==> src/rtl/gray_seq_ctrl.sv <==
`default_nettype none
// +--------------------------------------------------------------------+
// | gray_seq_ctrl: runs a 3-bit gray counter for N enables and checks   |
// | that it steps one bit per enable. Rev 1.0                            |
// +--------------------------------------------------------------------+
module gray_seq_ctrl (
  input  logic       Clk,
  input  logic       Reset,
  input  logic       Start,
  input  logic [7:0] Steps,
  input  logic       Pause,
  input  logic       Abort,
  input  logic [2:0] Gray_In,
  input  logic       Ovf_In,
  output logic       Cnt_En,
  output logic       Cnt_Clr,
  output logic       Busy,
  output logic       Done,
  output logic [3:0] Wraps,
  output logic [2:0] Last_Gray,
  output logic       Err
);

  typedef enum logic [2:0] {
    S_IDLE  = 3'd0,
    S_CLEAR = 3'd1,
    S_RUN   = 3'd2,
    S_DRAIN = 3'd3,
    S_DONE  = 3'd4
  } state_t;

  state_t     state_q, state_d;
  logic [7:0] remaining_q, remaining_d;
  logic [3:0] wraps_q, wraps_d;
  logic [2:0] last_gray_q, last_gray_d;
  logic       err_q, err_d;

  logic       ovf_prev_q;
  logic       en_prev_q;
  logic       clr_prev_q;
  logic [2:0] gray_prev_q;

  logic [2:0] gray_diff;
  logic       one_bit_step;
  logic       gray_bad;
  logic       ovf_rise;

  assign Cnt_Clr   = (state_q == S_CLEAR);
  assign Busy      = (state_q == S_CLEAR) || (state_q == S_RUN) || (state_q == S_DRAIN);
  assign Done      = (state_q == S_DONE);
  assign Cnt_En    = (state_q == S_RUN) && !Pause && (remaining_q != 8'd0);
  assign Wraps     = wraps_q;
  assign Last_Gray = last_gray_q;
  assign Err       = err_q;

  // A legal step flips exactly one bit; with no enable and no clear nothing may move.
  assign gray_diff    = Gray_In ^ gray_prev_q;
  assign one_bit_step = (gray_diff != 3'd0) && ((gray_diff & (gray_diff - 3'd1)) == 3'd0);
  assign gray_bad     = !clr_prev_q &&
                        ((en_prev_q && !one_bit_step) || (!en_prev_q && (gray_diff != 3'd0)));
  assign ovf_rise     = Ovf_In && !ovf_prev_q;

  always_comb begin
    state_d     = state_q;
    remaining_d = remaining_q;
    wraps_d     = wraps_q;
    last_gray_d = last_gray_q;
    err_d       = err_q;

    if (Busy && ovf_rise && (wraps_q != 4'hf)) begin
      wraps_d = wraps_q + 4'd1;
    end
    if (((state_q == S_RUN) || (state_q == S_DRAIN)) && gray_bad) begin
      err_d = 1'b1;
    end

    case (state_q)
      S_IDLE: begin
        if (Start && !Abort) begin
          state_d     = S_CLEAR;
          remaining_d = Steps;
          wraps_d     = 4'd0;
          err_d       = 1'b0;
        end
      end
      S_CLEAR: begin
        if (Abort) begin
          state_d     = S_IDLE;
          remaining_d = 8'd0;
        end else if (remaining_q != 8'd0) begin
          state_d = S_RUN;
        end else begin
          state_d     = S_DONE;
          last_gray_d = Gray_In;
        end
      end
      S_RUN: begin
        if (Abort) begin
          state_d     = S_IDLE;
          remaining_d = 8'd0;
        end else if (Cnt_En) begin
          remaining_d = remaining_q - 8'd1;
          if (remaining_q == 8'd1) begin
            state_d = S_DRAIN;
          end
        end
      end
      S_DRAIN: begin
        if (Abort) begin
          state_d = S_IDLE;
        end else begin
          state_d     = S_DONE;
          last_gray_d = Gray_In;
        end
      end
      S_DONE:  state_d = S_IDLE;
      default: begin
        state_d     = S_IDLE;
        remaining_d = 8'd0;
      end
    endcase
  end

  always_ff @(posedge Clk or posedge Reset) begin
    if (Reset) begin
      state_q     <= S_IDLE;
      remaining_q <= 8'd0;
      wraps_q     <= 4'd0;
      last_gray_q <= 3'b000;
      err_q       <= 1'b0;
      ovf_prev_q  <= 1'b0;
      en_prev_q   <= 1'b0;
      clr_prev_q  <= 1'b0;
      gray_prev_q <= 3'b000;
    end else begin
      state_q     <= state_d;
      remaining_q <= remaining_d;
      wraps_q     <= wraps_d;
      last_gray_q <= last_gray_d;
      err_q       <= err_d;
      ovf_prev_q  <= Ovf_In;
      en_prev_q   <= Cnt_En;
      clr_prev_q  <= Cnt_Clr;
      gray_prev_q <= Gray_In;
    end
  end

endmodule
`default_nettype wire

==> config.mk <==
export PLATFORM = sky130hd
export DESIGN_NAME = gray_seq_ctrl
export DESIGN_NICKNAME = d
export VERILOG_FILES = /design/src/rtl/gray_seq_ctrl.sv
export SDC_FILE = /design/constraint.sdc
export NUM_CORES = 1
export LEC_CHECK = 0
export CAP_MARGIN = 20
export CORE_MARGIN = 2
export CORE_UTILIZATION = 52
export CTS_BUF_LIST = sky130_fd_sc_hd__clkbuf_8
export CTS_CLUSTER_SIZE = 8
export DETAILED_ROUTE_END_ITERATION = 10
export GPL_TIMING_DRIVEN = 1
export PLACE_DENSITY = 0.86
export SKIP_LAST_GASP = 1
export SLEW_MARGIN = 20
export SYNTH_ARGS = -nofsm -noshare
export SYNTH_HDL_FRONTEND = slang
export SYNTH_SLANG_ARGS = --single-unit
==> constraint.sdc <==
create_clock -name Clk -period 2.6 [get_ports Clk]
set_input_delay 0.52 -clock Clk [delete_from_list [all_inputs] [get_ports Clk]]
set_output_delay 0.52 -clock Clk [all_outputs]
set_load 0.05 [all_outputs]
Word-level counts from Yosys, hierarchy flattened
Cells that the tools add are included. W data, S select, Z words.

Add/sub/neg operators: 3. Equality and inequality tests: 13. Muxes and demuxes: 23. Bitwise gates (word level): 3. Reductions and logical operators: 30.

Operators with widths (number): $mux W8 (4); $pmux W8 S4 (1); $mux W3 (10); $mux W4 (3); $pmux W3 S4 (1); $logic_and A1 B1 Y1 (11); $ne A2 B2 Y1 const B (5); $eq A8 B1 Y1 const B (1); $reduce_and A4 Y1 (2); $reduce_bool A8 Y1 (1); $sub A8 B1 Y8 const B (1); $eq A3 B2 Y1 const B (2); $logic_not A1 Y1 (6); $logic_not A3 Y1 (2); $pmux W3 S2 (1); $add A4 B1 Y4 const B (1); $logic_or A1 B1 Y1 (4); $ne A4 B4 Y1 const B (1); $and A3 B3 Y3 (1); $eq A3 B1 Y1 const B (1); $eq A3 B3 Y1 const B (1); $mux W1 (3); $ne A3 B2 Y1 const B (1); $ne A3 B3 Y1 const B (1); other kinds (7) (7).

Register bits: 25. Output and inout bits: 12.

Logic depth before layout (Yosys ltp)
Gate-level depths: netlist (run 1).

Word-level depth: 13. Mapped depth: 8. Mapped depth without buffers: 6.

Worst setup path after synthesis (run 1)
OpenSTA, ideal clock, no wires.

Path kind: register to output. From: reg remaining_q[0]. To: out Cnt_En. Data arrival time: 2.372 ns. Required time: 2.080 ns. Path slack: -0.292 ns. Cell stages (with the launch flop): 6. Cells stage by stage: dfrtp_1 > inv_1 > ha_1 > nand2b_1 > nor2_1 > nor4_1.

Cells in the longest elaborated chain, start to end: 2.

Ends and longest elaborated chain: from (decl) (line 33) `logic [7:0] remaining_q, remaining_d;`; from (signal assigned) (line 137) `remaining_q <= remaining_d;`; $reduce_bool A8 Y1 (line 51) `assign Cnt_En = (state_q == S_RUN) && !Pause && (remaining_q != 8'd0);`; $logic_and A1 B1 Y1 (line 51); to (decl) (line 15) `output logic Cnt_En,`.

Every way passes these cells.

Final worst setup path (run 1)
From: reg state_q[1]. To: out Busy.

Cells in the longest elaborated chain, start to end: 3.

Ends and longest elaborated chain: from (decl) (line 32) `state_t state_q, state_d;`; from (signal assigned) (line 136) `state_q <= state_d;`; $eq A3 B1 Y1 or $eq A3 B2 Y1 (tied branches) (line 49) `assign Busy = (state_q == S_CLEAR) || (state_q == S_RUN) || (state_q == S_DRAIN);`; $logic_or A1 B1 Y1 (line 49); $logic_or A1 B1 Y1 * (line 49); to (decl) (line 17) `output logic Busy,`.

Mark *: on every way between the ends. The rest lies on a longest branch, timed or not.

==> results of run 1 <==
## cell type report
cell class,instances,area share (%)
clock buffers,3,2.35
clock inverters,1,0.498
inverters,6,1.28
multi-input cells,98,38.9
flip-flops and latches,25,35.5
well taps,30,2.13
repair buffers,35,19.3
## worst paths after layout
path	startpoint	endpoint	slack, ns	depth (start not counted)
worst max-delay path	state_q[1]	Busy	0.14	3
worst min-delay path	Last_Gray[2]	Last_Gray[2]	0.52	1
worst max register to register	state_q[1]	remaining_q[5]	0.53	6
worst min register to register	Last_Gray[2]	Last_Gray[2]	0.52	1
max in group asynchronous	Reset	remaining_q[3]	1.78	3
min in group asynchronous	Reset	Last_Gray[1]	0.58	3
## power by group through the flow
stage,clock (W),combinational [W],sequential [W]
after floorplan,0,0.000602,0.000757
after global placement,0,0.000978,0.000638
after detailed placement,0,0.00100,0.000645
after CTS,0.000254,0.00101,0.000641
after global routing,0.000268,0.00109,0.000667
final,0.000256,0.00102,0.000646
## worst max-delay path, cell delays in order (launching register included)
cell and delay [ns]:
dfrtp_1 0.56, nor2_1 0.18, nor2_1 0.11, clkdlybuf4s50_1 0.80
## registers in the layout, summed over array words and instances, names as in the netlist
register     cells
Err              1
Last_Gray        3
Wraps            4
clr_prev_q       1
en_prev_q        1
gray_prev_q      3
ovf_prev_q       1
remaining_q      8
state_q          3
## cell usage after synthesis, drive strengths merged (2+ instances only)
master and n:
buf 5, nor2 17, nor3 7, mux2 4
and3 2, inv 6, nand2b 5, or3 2
a32oi 4, a22oi 3, o21ai 6, dfrtp 25
xnor2 4, o31ai 8, nand3 3, nor4 3
xor2 3, or2 3, a31oi 2, a21oi 5
ha 4, nand2 3
## metrics by stage
stage / std cells / hold slack [ns]
4_1_cts: 198 / 0.533
3_3_place_gp: 194 / 0.488
5_1_grt: 198 / 0.544
3_5_place_dp: 194 / 0.509
6_report: 198 / 0.524
2_1_floorplan: 135 / 0.487
## routing by layer
layer / wire, microns / up-vias
met3: 140 / 6
met5: 0 / -
met2: 1760 / 42
met1: 1420 / 591
li1: - / 555
met4: 70 / 0
## logic make-up (layout without fill, tap and decap cells)
logic type               count (synthesis)  after routing
AND/OR/NAND/NOR                         48             48
AO/OA/AOI/OAI                           33             33
flip-flops                              25             25
buffers and inverters                   12             45
XOR/XNOR                                 7              7
adder cells (fa/ha/maj)                  5              5
multiplexers                             5              5
==> results by group, run 1 <==
Status
  • Outcome: finished clean

Setup path
  • Crit end category: output pin
  • Crit path required time: 2.08 ns
  • Crit Path Class: reg2out
  • Worst setup SP type: flip-flop
  • CP arrival: 1.94 ns
  • CP max FO: 9

Detailed routing
  • Drt wl/cell: 17.1 microns
  • Vias per cell: 6.03
  • Via Count: 1,194
  • DR iter-0 viols: 42
  • DRT Wirelength: 3.40 mm
  • First-pass DRT Iterations: 4
  • Antenna Nets Post-Route: 0
  • # DRC: 0

Synth
  • Synthesis-stage register bit count: 25
  • Synth Net Count: 156
  • Number of synthesized flops with an enable pin: 0
  • Post-Synthesis Cells: 135
  • Yosys cell types: 42
  • Simple-gate area share of the yosys netlist: 19.6%
  • Fraction of the mapped netlist area in adder cells: 4.38%
  • Yosys warns: 0
  • Seq/Total Area, Yosys: 45.7%
  • Top-area cell type share of the netlist area: 45.7%
  • Compound-Gate Fraction of Synth Area: 16.7%
  • Largest area contributor in the netlist: dfrtp_1
  • Post-Syn Area: 1370 sq um
  • Multiplexer area fraction after synthesis: 4.29%
  • Post-Synth XOR/XNOR Area: 4.47%
  • Syn avg cell area: 10.1 sq um
  • Share of synthesized registers carrying an async set or reset: 100%
  • Ys flop type: dfrtp_1
  • Largest family of logic cells by synthesized area: simple AND/OR/NAND/NOR gates
  • Area contributors post-synth: dfrtp_1 46%, nor2_1 4.7%, o31ai_1 4.4%

CTS
  • Resize count post-CTS: 0
  • Clock buffer depth: 2
  • Sink Count: 25
  • Clk root buf: clkbuf_8
  • CTS Hold Buffers Added: 0
  • CTS tree: yes
  • TritonCTS Buffers: 3
  • Clock Pin Slew Worst Setup and Hold Paths: 0.10 ns
  • Skew-Pair Late Insertion Delay: 0.28 ns
  • H-tree depth: 1
  • Setup bufs post-CTS: 0

Timing
  • Final critical-path share of the clock period: 94.6%
  • Final setup TNS: 0 ns
  • Clk_skew: 0.00293 ns
  • Final hold vios: 0
  • Period minus WS final: 2.46 ns
  • Max Slew Vio Count: 0
  • Max-slew headroom: 66.7%
  • Final setup vio count: 0
  • Worst-margin pin slew: 0.499 ns
  • Post-route setup slack: 0.139 ns
  • Highest Clock Rate: 406 MHz
  • RSZ-0062 raised after global routing: no

Floorplan
  • Die Ht: 55.3 microns
  • Core ar.: 2480 sq um
  • Die ar.: 3060 sq um
  • FP Rows: 18
  • Die width: 55.3 microns
  • Initial Util: 55.3%
  • I/O pins: 29

Power and ir drop
  • Switching Share: 47.0%
  • PD cells: 1090 nW/um^2
  • Internal power: 0.00102 W
  • Logic pwr share: 53.0%
  • Leak Pwr: 0.767 nW
  • Switching Power: 0.000902 W
  • Flop pwr share: 33.7%
  • IR drop worst, VDD: 918 uV
  • Clk pwr share: 13.3%
  • Tot Pwr: 0.00192 W

GRT
  • Vias in the first global route: 1,243
  • First-pass GRT wire length: 5.83 mm
  • Largest net degree at the start of global routing: 26
  • Met1 usage: 29.7%
  • Initial antenna violation count: 0
  • Overall routing resource usage: 23.8%
  • Met3 usage: 3.98%
  • GRT overflow: 0
  • Met2 usage: 40.6%
  • Most used routing layer: met2

Final layout
  • N_diodes: 0
  • Most common cell after layout, fill and taps aside: clkdlybuf4s50_1
  • Layout net count: 190
  • Fin util: 71.1%
  • Share of layout cells above drive strength 1: 15.5%
  • Final Cell Area: 1760 sq um
  • FILL cells: 182
  • Reg area: 626 sq um
  • Area of the multi-input gates: 684 sq um
  • Layout Area Growth over Synthesis: 28.5%
  • Commonest cells after routing, fill and taps aside: 26 x clkdlybuf4s50_1, 25 x dfrtp_1, 17 x nor2_1

Hold path
  • Min-delay worst type: reg2reg

Place
  • Pre-CTS setup slack: 0.184 ns
  • Placed cell area: 1710 sq um
  • PortBufs: 28
  • Placer Congestion: 0.895
  • Post-DP HPWL: 2.42 mm

Job
  • Maxcap violations: 0
No activity file was read; power rests on OpenSTA's default activity.
==> run 2, diff against run 1 <==
--- a/config.mk
+++ b/config.mk
@@ -7,12 +7,12 @@
 export LEC_CHECK = 0
 export CAP_MARGIN = 20
 export CORE_MARGIN = 2
-export CORE_UTILIZATION = 52
+export CORE_UTILIZATION = 56
 export CTS_BUF_LIST = sky130_fd_sc_hd__clkbuf_8
 export CTS_CLUSTER_SIZE = 8
 export DETAILED_ROUTE_END_ITERATION = 10
 export GPL_TIMING_DRIVEN = 1
-export PLACE_DENSITY = 0.86
+export PLACE_DENSITY = 0.92
 export SKIP_LAST_GASP = 1
 export SLEW_MARGIN = 20
 export SYNTH_ARGS = -nofsm -noshare
==> constraint.sdc (replaced) <==
create_clock -name Clk -period 3.16 [get_ports Clk]
set_input_delay 0.632 -clock Clk [delete_from_list [all_inputs] [get_ports Clk]]
set_output_delay 0.632 -clock Clk [all_outputs]
set_load 0.05 [all_outputs]
==> results by group, run 2 (same netlist as run 1, synthesis figures left out) <==
Setup path
  • Worst setup SP type: flip-flop
  • Crit-path cells: inv_1 > and3_2 > clkdlybuf4s50_1
  • CP arrival: 2.19 ns
  • R2R Path End: remaining_q[4]
  • Crit Path Class: reg2out
  • Delay of the slowest critical-path stage: 0.80 ns
  • Setup slack, reg-to-reg: 0.82 ns
  • Worst reg-to-reg path cell count: 5
  • CP max FO: 11
  • RR Startpoint: remaining_q[2]
  • Crit path required time: 2.53 ns
  • Crit end category: output pin
  • Slowest CP cell: clkdlybuf4s50_1

Power and ir drop
  • PD cells: 918 nW/um^2
  • IR drop worst, VDD: 641 uV
  • Leak Pwr: 0.726 nW

Timing
  • Final critical-path share of the clock period: 89.2%
  • RSZ-0062 raised after global routing: no
  • Max Slew Vio Count: 0
  • Final setup TNS: 0 ns
  • Final setup vio count: 0
  • Max-slew headroom: 39.0%
  • Clk_skew: 0.00415 ns
  • Highest Clock Rate: 355 MHz
  • Hold WS: 0.511 ns
  • Final hold vios: 0
  • Worst-margin pin slew: 0.914 ns
  • Period minus WS final: 2.82 ns

Floorplan
  • Die ar.: 2860 sq um
  • Core ar.: 2250 sq um
  • FP Rows: 17
  • I/O pins: 29
  • Die Ht: 53.5 microns
  • Initial Util: 60.8%
  • Die width: 53.5 microns

Detailed routing
  • Drt wl/cell: 17.8 microns
  • Vias per cell: 6.45
  • DRT Wirelength: 3.36 mm
  • First-pass DRT Iterations: 5
  • Antenna Nets Post-Route: 0
  • Via Count: 1,219
  • # DRC: 0
  • DR iter-0 viols: 72

Final layout
  • Commonest cells after routing, fill and taps aside: 27 x clkdlybuf4s50_1, 25 x dfrtp_1, 17 x nor2_1
  • Most common cell after layout, fill and taps aside: clkdlybuf4s50_1
  • N_diodes: 0
  • Reg area: 626 sq um
  • FILL cells: 169
  • Layout Area Growth over Synthesis: 22.9%
  • Fin util: 74.7%
  • Max reg flops: 8
  • Share of layout cells above drive strength 1: 9.94%
  • Layout net count: 183
  • Largest Register: remaining_q
  • Area of the multi-input gates: 678 sq um
  • Post-Layout Cell Count: 189

Place
  • Post-DP HPWL: 2.38 mm
  • PortBufs: 28
  • Placer Congestion: 0.946
  • Dpl cells: 185

Status
  • Outcome: finished clean

GRT
  • GRT overflow: 0
  • Overall routing resource usage: 27.0%
  • Initial antenna violation count: 0
  • Most used routing layer: met2
  • Met2 usage: 45.1%
  • Vias in the first global route: 1,143
  • Largest net degree at the start of global routing: 26
  • Met1 usage: 34.8%
  • Met3 usage: 3.11%
  • First-pass GRT wire length: 5.45 mm

CTS
  • CTS tree: yes
  • H-tree depth: 1
  • Skew-Pair Late Insertion Delay: 0.27 ns
  • Resize count post-CTS: 0
  • Clock buffer depth: 2
  • Clock Pin Slew Worst Setup and Hold Paths: 0.08 ns
  • Sink Count: 25
  • Clk root buf: clkbuf_8
  • Setup bufs post-CTS: 0
  • CTS Hold Buffers Added: 0
  • TritonCTS Buffers: 3

Hold path
  • WHS Endpoint: Last_Gray[1]
  • Min-delay worst type: reg2reg
  • Min-delay src: Last_Gray[1]
  • Hold Path Depth: 1

Job
  • Maxcap violations: 0
run 2: changes by cell type in the layout (fill, tap and decap cells not counted), sizes merged:
cell and change:
buf -8, clkdlybuf4s50 +1
run 2: per-layer routing:
metal,vias up,routed length [microns]
met1,570,1230
met3,19,303
met4,0,99
li1,544,-
met2,86,1730
met5,-,0
run 2: worst max path at each step:
stage	end	startpoint	slack, ns
after floorplan	Cnt_En	remaining_q[0]	0.16
after global placement	remaining_q[4]	Abort	0.47
after detailed placement	remaining_q[4]	Abort	0.38
after CTS	Cnt_Clr	state_q[1]	0.35
after global routing	Cnt_Clr	state_q[1]	0.26
final	Cnt_Clr	state_q[1]	0.34
run 2: cell type report:
cell class,instances,area share [%]
clock buffers,3,2.45
clock inverters,1,0.223
inverters,6,1.34
multi-input cells,98,40.3
flip-flops and latches,25,37.1
well taps,28,2.08
repair buffers,28,16.5
run 2: power by group:
group | leakage (nW) | switching [W] | internal, W
clock network | 0.0269 | 0.000100 | 0.0000871
registers | 0.320 | 0.000118 | 0.000421
logic | 0.379 | 0.000519 | 0.000301
run 2: per-stage QoR:
step | cell area (sq um) | setup slack, ns | total power (W)
detailed placement | 1640 | 0.379 | 0.00134
floorplan | 1370 | 0.156 | 0.00112
CTS | 1680 | 0.354 | 0.00153
global route | 1680 | 0.259 | 0.00163
finish | 1680 | 0.340 | 0.00155
global placement | 1640 | 0.468 | 0.00129
run 2: critical path, delay by kind of cell, from the launching register on:
family	cells	cell delay, ns
AND/OR/NAND/NOR	1	0.27
buffers and inverters	2	1.14
flip-flops	1	0.51
==> run 3, diff against run 2 <==
--- a/config.mk
+++ b/config.mk
@@ -12,9 +12,8 @@
 export CTS_CLUSTER_SIZE = 8
 export DETAILED_ROUTE_END_ITERATION = 10
 export GPL_TIMING_DRIVEN = 1
-export PLACE_DENSITY = 0.92
+export PLACE_DENSITY = 0.87
 export SKIP_LAST_GASP = 1
-export SLEW_MARGIN = 20
 export SYNTH_ARGS = -nofsm -noshare
 export SYNTH_HDL_FRONTEND = slang
 export SYNTH_SLANG_ARGS = --single-unit
==> results by group, run 3 (same netlist as run 1, synthesis figures left out) <==
Status
  • Outcome: finished clean

Timing
  • Final setup TNS: 0 ns
  • Final critical-path share of the clock period: 89.1%
  • Final setup vio count: 0
  • Worst-margin pin slew: 0.908 ns
  • Highest Clock Rate: 355 MHz
  • RSZ-0062 raised after global routing: no
  • Max Slew Vio Count: 0
  • Hold WS: 0.512 ns
  • Clk_skew: 0.00152 ns
  • Final hold vios: 0
  • Max-slew headroom: 39.4%
  • Period minus WS final: 2.82 ns

Detailed routing
  • Vias per cell: 6.12
  • Antenna Nets Post-Route: 0
  • Drt wl/cell: 16.6 microns
  • # DRC: 0
  • DRT Wirelength: 3.15 mm
  • DR iter-0 viols: 36
  • Via Count: 1,163
  • First-pass DRT Iterations: 4

Floorplan
  • Die width: 53.5 microns
  • Core ar.: 2250 sq um
  • Die Ht: 53.5 microns
  • FP Rows: 17
  • I/O pins: 29
  • Initial Util: 60.8%
  • Die ar.: 2860 sq um

Power and ir drop
  • Switching Share: 46.8%
  • Flop pwr share: 35.2%
  • Leak Pwr: 0.732 nW
  • Switching Power: 0.000713 W
  • Logic pwr share: 52.7%
  • Clk pwr share: 12.1%
  • IR drop worst, VDD: 683 uV
  • PD cells: 900 nW/um^2
  • Internal power: 0.000810 W

CTS
  • CTS Hold Buffers Added: 0
  • H-tree depth: 1
  • Setup bufs post-CTS: 0
  • CTS tree: yes
  • Resize count post-CTS: 0
  • Clock buffer depth: 2
  • Sink Count: 25
  • Clk root buf: clkbuf_8
  • Skew-Pair Late Insertion Delay: 0.27 ns
  • Clock Pin Slew Worst Setup and Hold Paths: 0.08 ns
  • TritonCTS Buffers: 3

Final layout
  • N_diodes: 0
  • FILL cells: 164
  • Layout net count: 184
  • Post-Layout Cell Count: 190
  • Share of layout cells above drive strength 1: 10.5%
  • Most common cell after layout, fill and taps aside: clkdlybuf4s50_1
  • Fin util: 75.0%
  • Commonest cells after routing, fill and taps aside: 27 x clkdlybuf4s50_1, 25 x dfrtp_1, 17 x nor2_1
  • Largest Register: remaining_q
  • Max reg flops: 8
  • Layout Area Growth over Synthesis: 23.5%

Hold path
  • Min-delay worst type: reg2reg

GRT
  • Overall routing resource usage: 25.8%
  • First-pass GRT wire length: 5.31 mm
  • Largest net degree at the start of global routing: 26
  • Vias in the first global route: 1,145
  • GRT overflow: 0
  • Initial antenna violation count: 0

Place
  • Post-DP HPWL: 2.33 mm
  • PortBufs: 28
  • Placer Congestion: 0.899
  • Dpl cells: 186

Setup path
  • Crit end category: output pin
  • Worst setup SP type: flip-flop
  • Crit path required time: 2.53 ns
  • CP max FO: 11
  • Crit Path Class: reg2out
  • CP arrival: 2.18 ns

Job
  • Maxcap violations: 0
-- run 3: area by class of cell --
| class | count | area (sq um) | share of cell area (%) |
|---|---|---|---|
| timing repair buffer | 29 | 285 | 16.9 |
| clock buffer | 3 | 41.3 | 2.44 |
| multi-input combinational | 98 | 678 | 40.1 |
| tap | 28 | 35.0 | 2.07 |
| sequential | 25 | 626 | 37.0 |
| inverter | 6 | 22.5 | 1.33 |
| clock inverter | 1 | 3.75 | 0.222 |
-- run 3: layer usage --
| metal | vias up | wire length, microns | global-route usage [%] |
|---|---|---|---|
| met1 | 557 | 1340 | 35.5 |
| li1 | 544 | - | - |
| met2 | 57 | 1570 | 41.6 |
| met3 | 5 | 202 | 3.95 |
| met4 | 0 | 38 | 8.12 |
| met5 | - | 0 | 0 |
-- run 3: per-stage QoR --
| step | cell area [sq um] | power (W) | setup WS [ns] |
|---|---|---|---|
| final | 1690 | 0.00152 | 0.344 |
| after global routing | 1690 | 0.00162 | 0.272 |
| after CTS | 1690 | 0.00152 | 0.357 |
| after detailed placement | 1650 | 0.00133 | 0.359 |
| after global placement | 1650 | 0.00131 | 0.452 |
| after floorplan | 1370 | 0.00112 | 0.156 |
-- run 3: critical path: stages (launching register included) --
cell and delay, ns:
dfrtp_1 0.51, inv_1 0.34, and3_2 0.26, clkdlybuf4s50_1 0.80
-- run 3: path summary, 6_finish.rpt --
| kind | from | slack (ns) | depth (start not counted) | to |
|---|---|---|---|---|
| max | state_q[1] | 0.34 | 3 | Cnt_Clr |
| min | Last_Gray[2] | 0.51 | 1 | Last_Gray[2] |
| max reg2reg | remaining_q[2] | 0.87 | 5 | remaining_q[4] |
| min reg2reg | Last_Gray[2] | 0.51 | 1 | Last_Gray[2] |
| max in group asynchronous | Reset | 1.75 | 2 | remaining_q[0] |
| min in group asynchronous | Reset | 0.86 | 2 | Wraps[1] |
-- run 3: power by group through the flow --
stage | logic (W) | clock network (W) | registers (W)
2_1_floorplan | 0.000493 | 0 | 0.000623
3_3_place_gp | 0.000776 | 0 | 0.000530
3_5_place_dp | 0.000794 | 0 | 0.000537
4_1_cts | 0.000798 | 0.000187 | 0.000532
5_1_grt | 0.000869 | 0.000200 | 0.000549
6_report | 0.000803 | 0.000184 | 0.000536
